## config.mk

```make
export PLATFORM = sky130hd
export DESIGN_NAME = reset_seq
export DESIGN_NICKNAME = d
export VERILOG_FILES = /design/src/rtl/reset_seq_pkg.sv /design/src/rtl/reset_seq_timer.sv /design/src/rtl/reset_seq.sv
export SDC_FILE = /design/constraint.sdc
export NUM_CORES = 1
export LEC_CHECK = 0
export BUFFER_PORTS_ARGS = -buffer_cell sky130_fd_sc_hd__buf_4
export CAP_MARGIN = 40
export CORE_UTILIZATION = 61
export CTS_CLUSTER_SIZE = 20
export DETAILED_ROUTE_END_ITERATION = 7
export PLACE_DENSITY_LB_ADDON = 0.15
export SYNTH_ARGS = -nofsm -noshare
export SYNTH_HDL_FRONTEND = slang
export SYNTH_SLANG_ARGS = --single-unit
```

## constraint.sdc

```tcl
create_clock -name clk -period 5.3 [get_ports clk]
set_clock_uncertainty 0.15 [all_clocks]
set_input_delay 1.59 -clock clk [delete_from_list [all_inputs] [get_ports clk]]
set_output_delay 1.59 -clock clk [all_outputs]
set_load 0.005 [all_outputs]
```

## src/rtl/reset_seq_pkg.sv

```systemverilog
// Shared types and helpers for the staged reset release controller.
package reset_seq_pkg;

  typedef enum logic [2:0] {
    HOLD      = 3'd0,
    WAIT_LOCK = 3'd1,
    PERIPH    = 3'd2,
    CALIB     = 3'd3,
    CPU_GAP   = 3'd4,
    RUN       = 3'd5
  } state_t;

  localparam int RESTART_CNT_W = 8;

  // One extra bit over the largest count keeps the terminal compare free of wrap.
  function automatic int cnt_width(input int a, input int b, input int c);
    int m;
    m = a;
    if (b > m) m = b;
    if (c > m) m = c;
    return $clog2(m) + 1;
  endfunction

endpackage

```

## src/rtl/reset_seq_timer.sv

```systemverilog
// Loadable/clearable up-counter with a terminal-count compare; the
// sequencer shares one instance across hold, stage-gap and timeout counts.
module reset_seq_timer #(
  parameter int W = 13
) (
  input  logic         clk,
  input  logic         rst_i,
  input  logic         clr,
  input  logic         load,
  input  logic [W-1:0] load_val,
  input  logic         en,
  input  logic [W-1:0] tc_val,
  output logic [W-1:0] cnt,
  output logic         tc
);

  always_ff @(posedge clk) begin
    if (!rst_i) begin
      cnt <= '0;
    end else if (clr) begin
      cnt <= '0;
    end else if (load) begin
      cnt <= load_val;
    end else if (en) begin
      cnt <= cnt + 1'b1;
    end
  end

  assign tc = (cnt == tc_val);

endmodule

```

## src/rtl/reset_seq.sv

```systemverilog
// Staged reset release: hold, wait for PLL lock, then release periph, mem, cpu.
// Optional restart event counter built when RESET_SEQ_RESTART_CNT_EN is defined.
//
//   state     | meaning
//   ----------+----------------------------------------------
//   HOLD      | all resets asserted, minimum hold time running
//   WAIT_LOCK | hold done, waiting for pll_locked
//   PERIPH    | peripheral reset released, stage gap running
//   CALIB     | memory reset released, waiting for calib_done
//   CPU_GAP   | calibration done, gap before CPU release
//   RUN       | all resets released
module reset_seq
  import reset_seq_pkg::*;
#(
  parameter int HOLD_CYCLES   = 16,
  parameter int STAGE_GAP     = 8,
  parameter int CALIB_TIMEOUT = 4096
) (
  input  logic                     clk,
  input  logic                     rst_i,
  input  logic                     pll_locked,
  input  logic                     calib_done,
  input  logic                     soft_rst_req,
  output logic                     rst_periph_o,
  output logic                     rst_mem_o,
  output logic                     rst_cpu_o,
  output logic [2:0]               state_o,
  output logic                     calib_timeout_o,
  output logic [RESTART_CNT_W-1:0] restart_cnt_o
);

  localparam int CW = cnt_width(HOLD_CYCLES, STAGE_GAP, CALIB_TIMEOUT);

  state_t        state_q;
  state_t        state_d;
  logic [CW-1:0] cnt;
  logic [CW-1:0] tc_val;
  logic          tc;
  logic          cnt_clr;
  logic          cnt_en;
  logic          timeout_hit;

  always_comb begin
    tc_val = '0;
    case (state_q)
      HOLD:             tc_val = CW'(HOLD_CYCLES - 1);
      PERIPH, CPU_GAP:  tc_val = CW'(STAGE_GAP - 1);
      CALIB:            tc_val = CW'(CALIB_TIMEOUT - 1);
      default:          tc_val = '0;
    endcase
  end

  always_comb begin
    state_d     = HOLD;
    timeout_hit = 1'b0;
    case (state_q)
      HOLD:      state_d = (tc && !soft_rst_req) ? WAIT_LOCK : HOLD;
      WAIT_LOCK: state_d = pll_locked ? PERIPH : WAIT_LOCK;
      PERIPH:    state_d = tc ? CALIB : PERIPH;
      CALIB: begin
        if (calib_done) begin
          state_d = CPU_GAP;
        end else if (tc) begin
          state_d     = HOLD;
          timeout_hit = 1'b1;
        end else begin
          state_d = CALIB;
        end
      end
      CPU_GAP:   state_d = tc ? RUN : CPU_GAP;
      RUN:       state_d = RUN;
      default:   state_d = HOLD;
    endcase

    // Aborts override the normal transitions; lock loss ranks above soft request.
    if (state_q != HOLD && soft_rst_req) begin
      state_d     = HOLD;
      timeout_hit = 1'b0;
    end
    if ((state_q inside {PERIPH, CALIB, CPU_GAP, RUN}) && !pll_locked) begin
      state_d     = HOLD;
      timeout_hit = 1'b0;
    end
  end

  // A soft request while already holding restarts the hold time.
  assign cnt_clr = (state_d != state_q) || (state_q == HOLD && soft_rst_req);
  assign cnt_en  = (state_q inside {HOLD, PERIPH, CALIB, CPU_GAP});

  reset_seq_timer #(
    .W (CW)
  ) u_timer (
    .clk      (clk),
    .rst_i    (rst_i),
    .clr      (cnt_clr),
    .load     (1'b0),
    .load_val ('0),
    .en       (cnt_en),
    .tc_val   (tc_val),
    .cnt      (cnt),
    .tc       (tc)
  );

  always_ff @(posedge clk) begin
    if (!rst_i) begin
      state_q         <= HOLD;
      rst_periph_o    <= 1'b0;
      rst_mem_o       <= 1'b0;
      rst_cpu_o       <= 1'b0;
      calib_timeout_o <= 1'b0;
    end else begin
      state_q      <= state_d;
      rst_periph_o <= (state_d inside {PERIPH, CALIB, CPU_GAP, RUN});
      rst_mem_o    <= (state_d inside {CALIB, CPU_GAP, RUN});
      rst_cpu_o    <= (state_d == RUN);
      if (timeout_hit) begin
        calib_timeout_o <= 1'b1;
      end
    end
  end

  assign state_o = state_q;

`ifdef RESET_SEQ_RESTART_CNT_EN
  logic                     restart_evt;
  logic [RESTART_CNT_W-1:0] restart_cnt_q;

  // Any entry to HOLD from a live state is an abort or a calibration timeout.
  assign restart_evt = (state_q inside {WAIT_LOCK, PERIPH, CALIB, CPU_GAP, RUN}) &&
                       (state_d == HOLD);

  always_ff @(posedge clk) begin
    if (!rst_i) begin
      restart_cnt_q <= '0;
    end else if (restart_evt && (restart_cnt_q != '1)) begin
      restart_cnt_q <= restart_cnt_q + 1'b1;
    end
  end

  assign restart_cnt_o = restart_cnt_q;
`else
  assign restart_cnt_o = '0;
`endif

endmodule

```

# [After elaboration in Yosys (flattened, before gate mapping)]
# Cells that the tools add are included.
[op_classes] add_sub_neg=1 eq_ne=11 muxes=15 bitwise=1 n_reduce_logical=15
[ops] cell="$pmux W12 S3" n=1
[ops] cell="$pmux W3 S6" n=1
[ops] cell="$add A13 B1 Y13 const B" n=1
[ops] cell="$eq A13 B12 Y1" n=1
[ops] cell="$eq A3 B2 Y1 const B" n=4
[ops] cell="$eq A3 B3 Y1 const B" n=4
[ops] cell="$reduce_bool A4 Y1" n=3
[ops] cell="$mux W3" n=3
[ops] cell="$mux W1" n=8
[ops] cell="$reduce_bool A3 Y1" n=2
[ops] cell="$logic_and A1 B1 Y1" n=4
[ops] cell="$mux W2" n=2
[ops] cell="$reduce_or A2 Y1" n=2
[ops] cell="$eq A3 B1 Y1 const B" n=1
[ops] cell="$logic_not A3 Y1" n=1
[ops] cell="$ne A3 B3 Y1" n=1
[ops] cell="$logic_not A1 Y1" n=2
[ops] cell="$logic_or A1 B1 Y1" n=1
[ops] cell="$not A1 Y1" n=1
[word_totals] register_bits=20 word_cells=49

# [Depth between registers and ports, before layout]
[depth] ltp_word=12 ltp_mapped=8 ltp_nobuf=7

# [Hierarchy]
# A second synthesis with hierarchy kept.
[hier_totals] cells_unflattened=161 area_unflattened_um2=1357.6
[by_module_without_submodules] mod="reset_seq_timer" n_inst=1 cells_each=98 area_per_inst_um2=827.0
[by_module_without_submodules] mod="reset_seq" n_inst=1 cells_each=63 area_per_inst_um2=530.5

# [Worst setup path after synthesis]
# No wires, ideal clock.
[synth_timing] kind="input -> register" startpoint="input soft_rst_req" endpoint="register u_timer.cnt[9]" setup_time_ns=0.067 t_arrival_ns=3.000 t_required_ns=5.083 path_slack_ns=2.083 cell_stages=7 n_path_buf=1 cell_sequence="nand2b_1 xnor2_1 a22oi_1 or2_2 buf_2 or3_2 o21ai_2"
[synth_via] elab_chain_cells=9 word_cells_on_any_way=11 cone_classes="eq/ne: 1; mux: 4; reduce/logical: 6"
[synth_lines] element="start, declared" line_no="reset_seq.sv:23" rtl="input logic soft_rst_req,"
[synth_lines] element="$logic_not A1 Y1" line_no="reset_seq.sv:57" rtl="HOLD: state_d = (tc && !soft_rst_req) ? WAIT_LOCK : HOLD;"
[synth_lines] element="$logic_and A1 B1 Y1" line_no="reset_seq.sv:57"
[synth_lines] element="$mux W1" line_no="reset_seq.sv:57"
[synth_lines] element="$pmux W3 S6" line_no="reset_seq.sv:56" rtl="case (state_q)"
[synth_lines] element="$mux W3" line_no="reset_seq.sv:76" rtl="if (state_q != HOLD && soft_rst_req) begin"
[synth_lines] element="$mux W3" line_no="reset_seq.sv:80" rtl="if ((state_q inside {PERIPH, CALIB, CPU_GAP, RUN}) && !pll_locked) begin"
[synth_lines] element="$ne A3 B3 Y1" line_no="reset_seq.sv:87" rtl="assign cnt_clr = (state_d != state_q) || (state_q == HOLD && soft_rst_req);"
[synth_lines] element="$logic_or A1 B1 Y1 (*)" line_no="reset_seq.sv:87"
[synth_lines] element="$reduce_or A2 Y1 (no source line) (*)"
[synth_lines] element="end signal, assigned" line_no="reset_seq_timer.sv:23" rtl="cnt <= load_val;"
[synth_lines] element="end signal, assigned" line_no="reset_seq_timer.sv:25" rtl="cnt <= cnt + 1'b1;"
[synth_lines] element="end, declared" line_no="reset_seq_timer.sv:13" rtl="output logic [W-1:0] cnt,"
# Mark *: on every way between the ends. The rest lies on a longest branch, timed or not.
# A chain may end at the register's enable or synchronous reset.

# [Worst setup path after layout]
# Same ends and word-level chain as after synthesis.

==> metrics.cfg <==
[sta]
fin_setup_tns_ps=0
slew_viol_final=0
relSlewSlack_pct=48.49
fin_crit_ps=3227
finalSetupViolCount=0
tightest_slew_ps=771.6
clock.fmax_mhz=309.9
rsz0062_at_grt=no
fin_crit_sh_pct=60.89
hold_viol=0

[floorplan]
die_w_microns=51.24
rows=17
die_h_microns=51.24
initial_core_util_pct=65.59
coreArea_sq_um=2255
die-area_sq_um=2626
io-pin-count=20

[clocking]
cts_hold_buffers=0
clk_path_buf_depth=2
clockRootBuffer=clkbuf_4
clk_pin_slew_ps=120
cts_buffers=3
clk_latency_ps=300
h-tree-depth=1
cts_setup_buffers=0
ctsResizeCount=0
cts.sinks=20
cts_tree=yes

[synthesis]
async_reset_ff_share_pct=0
syn_area_per_cell_sq_um=8.598
synth.most_common_cell=dfxtp_1
synth_top_area_share_pct=27.07
synth-compound-area-share_pct=21.24
synth_common_cells=dfxtp_1, nand2_1, nor3_1, nor2_1, xnor2_1
syn_area_sq_um=1479
synth_xor_area_share_pct=7.699
synth_edf_count=0
synth.distinct_cells=53
synthFlopType=dfxtp_1
synthTopCellsByArea=dfxtp_1, xnor2_1, nor3_1
ys_seq_elements=20
ys_seq_area_share_pct=27.07
synth_top_family_by_area=simple AND/OR/NAND/NOR gates
synthAdderAreaFrac_pct=1.523
netlist_instances=172
synth_mux_area_share_pct=4.399
synth_area_leader_cell=dfxtp_1
yosysWarningCount=0
synth_simple_gate_area_share_pct=27.41

[routing]
routed_wl_mm=3.058
drtAntennaViolNets=0
num_vias=1255
vias_per_cell=6.122
wl_per_cell_microns=14.92
drt_first_pass_iters=4
wl_met1_mm=1.397
top_layer=met4
drc=0
dr_wl_met2_mm=1.474
drtIter0Drc=49
route.met3.wl_microns=147

[setup_path]
crit_arrival_ps=3310
end_kind=flop
criticalPathCategory=in -> reg
cp.required_ps=5380
timing.critical_path.mode_cell=buf_4
worstPathMaxFanout=13
critPathMaxStageDelay_ps=490
critPathLaunchType=input pin
cp_slowest_cell=or3_2
crit_chain=buf_4, nand2b_1, xnor2_1, a22oi_1, buf_4, or2_2, or3_2, o21ai_2

[final_layout]
area_growth_pct=4.653
nets=184
nFillCells=190
drive_above_1_share_pct=18.08
antenna_cells=0

[place]
dp_hpwl_mm=2.214
gp_congestion=0.8343
io_buffers=11

[pwr]
power_mw=0.2911
p_per_area_nw_per_um2=188.1
ir_drop_mv=0.1226
cellLeakagePower_nw=0.5368

[global_routing]
grt_max_degree=23
grt_pass1_vias=1152
grt_usage_pct=26.12
grt_overflow=0
grt_pass1_wl_mm=5.202
grt_antenna_before_repair=0

[status]
status=finished clean

[flow_run]
maxCapViolCount=0

[min_path]
hold_path.class=reg -> reg

-- area by class of cell --
class	instances	area, sq um	share of cell area, %
clock buffers	3	22.52	1.455
clock inverters	1	30.03	1.940
inverters	5	18.77	1.213
multi-input cells	136	950.9	61.44
flip-flops and latches	20	400.4	25.87
well taps	28	35.03	2.264
repair buffers	12	90.09	5.821
-- metal layers --
metal / GRT usage, % / vias to the layer above
li1: - / 614
met1: 31.47 / 593
met2: 46.49 / 44
met3: 3.869 / 4
met4: 9.459 / 0
met5: 0 / -
-- flip-flops by register name (all words and copies together), names as in the netlist --
signal	cells
calib_timeout_o	1
rst_cpu_o	1
rst_mem_o	1
rst_periph_o	1
state_o	3
u_timer.cnt	13
-- through the flow --
stage	cell area, sq um	setup WS (ps)	util, %	instances	hold slack, ps
floorplan	1505	2083	-	179	332.4
global placement	1495	1813	66.32	201	330.3
detailed placement	1495	1772	66.32	201	351.6
CTS	1548	2077	68.65	205	381.2
global route	1548	1930	68.65	205	406.2
finish	1548	2073	68.65	205	374.3
-- path summary, 6_finish.rpt --
path	end	from	cells past startpoint	slack, ps
worst max-delay path	u_timer.cnt[9]$_SDFFE_PP0P_	soft_rst_req	8	2070
worst min-delay path	calib_timeout_o$_SDFFE_PN0P_	calib_timeout_o$_SDFFE_PN0P_	2	370
worst max register to register	u_timer.cnt[2]$_SDFFE_PP0P_	state_o[0]$_SDFF_PN0_	6	2260
worst min register to register	calib_timeout_o$_SDFFE_PN0P_	calib_timeout_o$_SDFFE_PN0P_	2	370
-- cell families (layout without fill, tap and decap cells) --
logic type | after synthesis | after routing
flip-flops | 20 | 20
adder cells (fa/ha/maj) | 2 | 2
XOR/XNOR | 13 | 13
buffers and inverters | 23 | 21
other | 1 | 8
AO/OA/AOI/OAI | 32 | 32
AND/OR/NAND/NOR | 75 | 75
multiplexers | 6 | 6
-- report_power, final --
group	total, mW	internal (mW)	switching, mW
clock network	0.124	0.0764	0.0472
logic	0.0157	0.00555	0.0102
registers	0.152	0.151	0.000909
-- placed cells by master, fill, tap and decap left out, types with 2 or more instances in the layout --
master     Yosys  layout
nand3_1        4       4
nand3b_1       2       2
xnor2_1       11      11
nor2_1        13      13
xor2_1         2       2
o2bb2ai_1      3       3
nand2_1       18      18
o21ai_0        4       4
clkbuf_4       0       3
a31oi_1        2       2
nor3_1        14      14
dfxtp_1       20      20
o32ai_2        4       4
a21oi_1        3       3
o31a_1         2       2
mux2i_1        5       5
nand4_1        2       2
nor4_1         4       4
buf_4          8      12
o2bb2ai_2      2       2
or3_1          4       4
conb_1         1       8
inv_1          5       5
nor2b_1        3       3
-- worst max-delay path, delay by kind of cell --
kind,cells,cell delay [ps]
AOI/OAI and AO/OA,2,150
xor gates and xnor gates,1,160
buffers and inverters,2,300
and+or+nand+nor,3,1110
No activity file was read; power rests on OpenSTA's default activity.
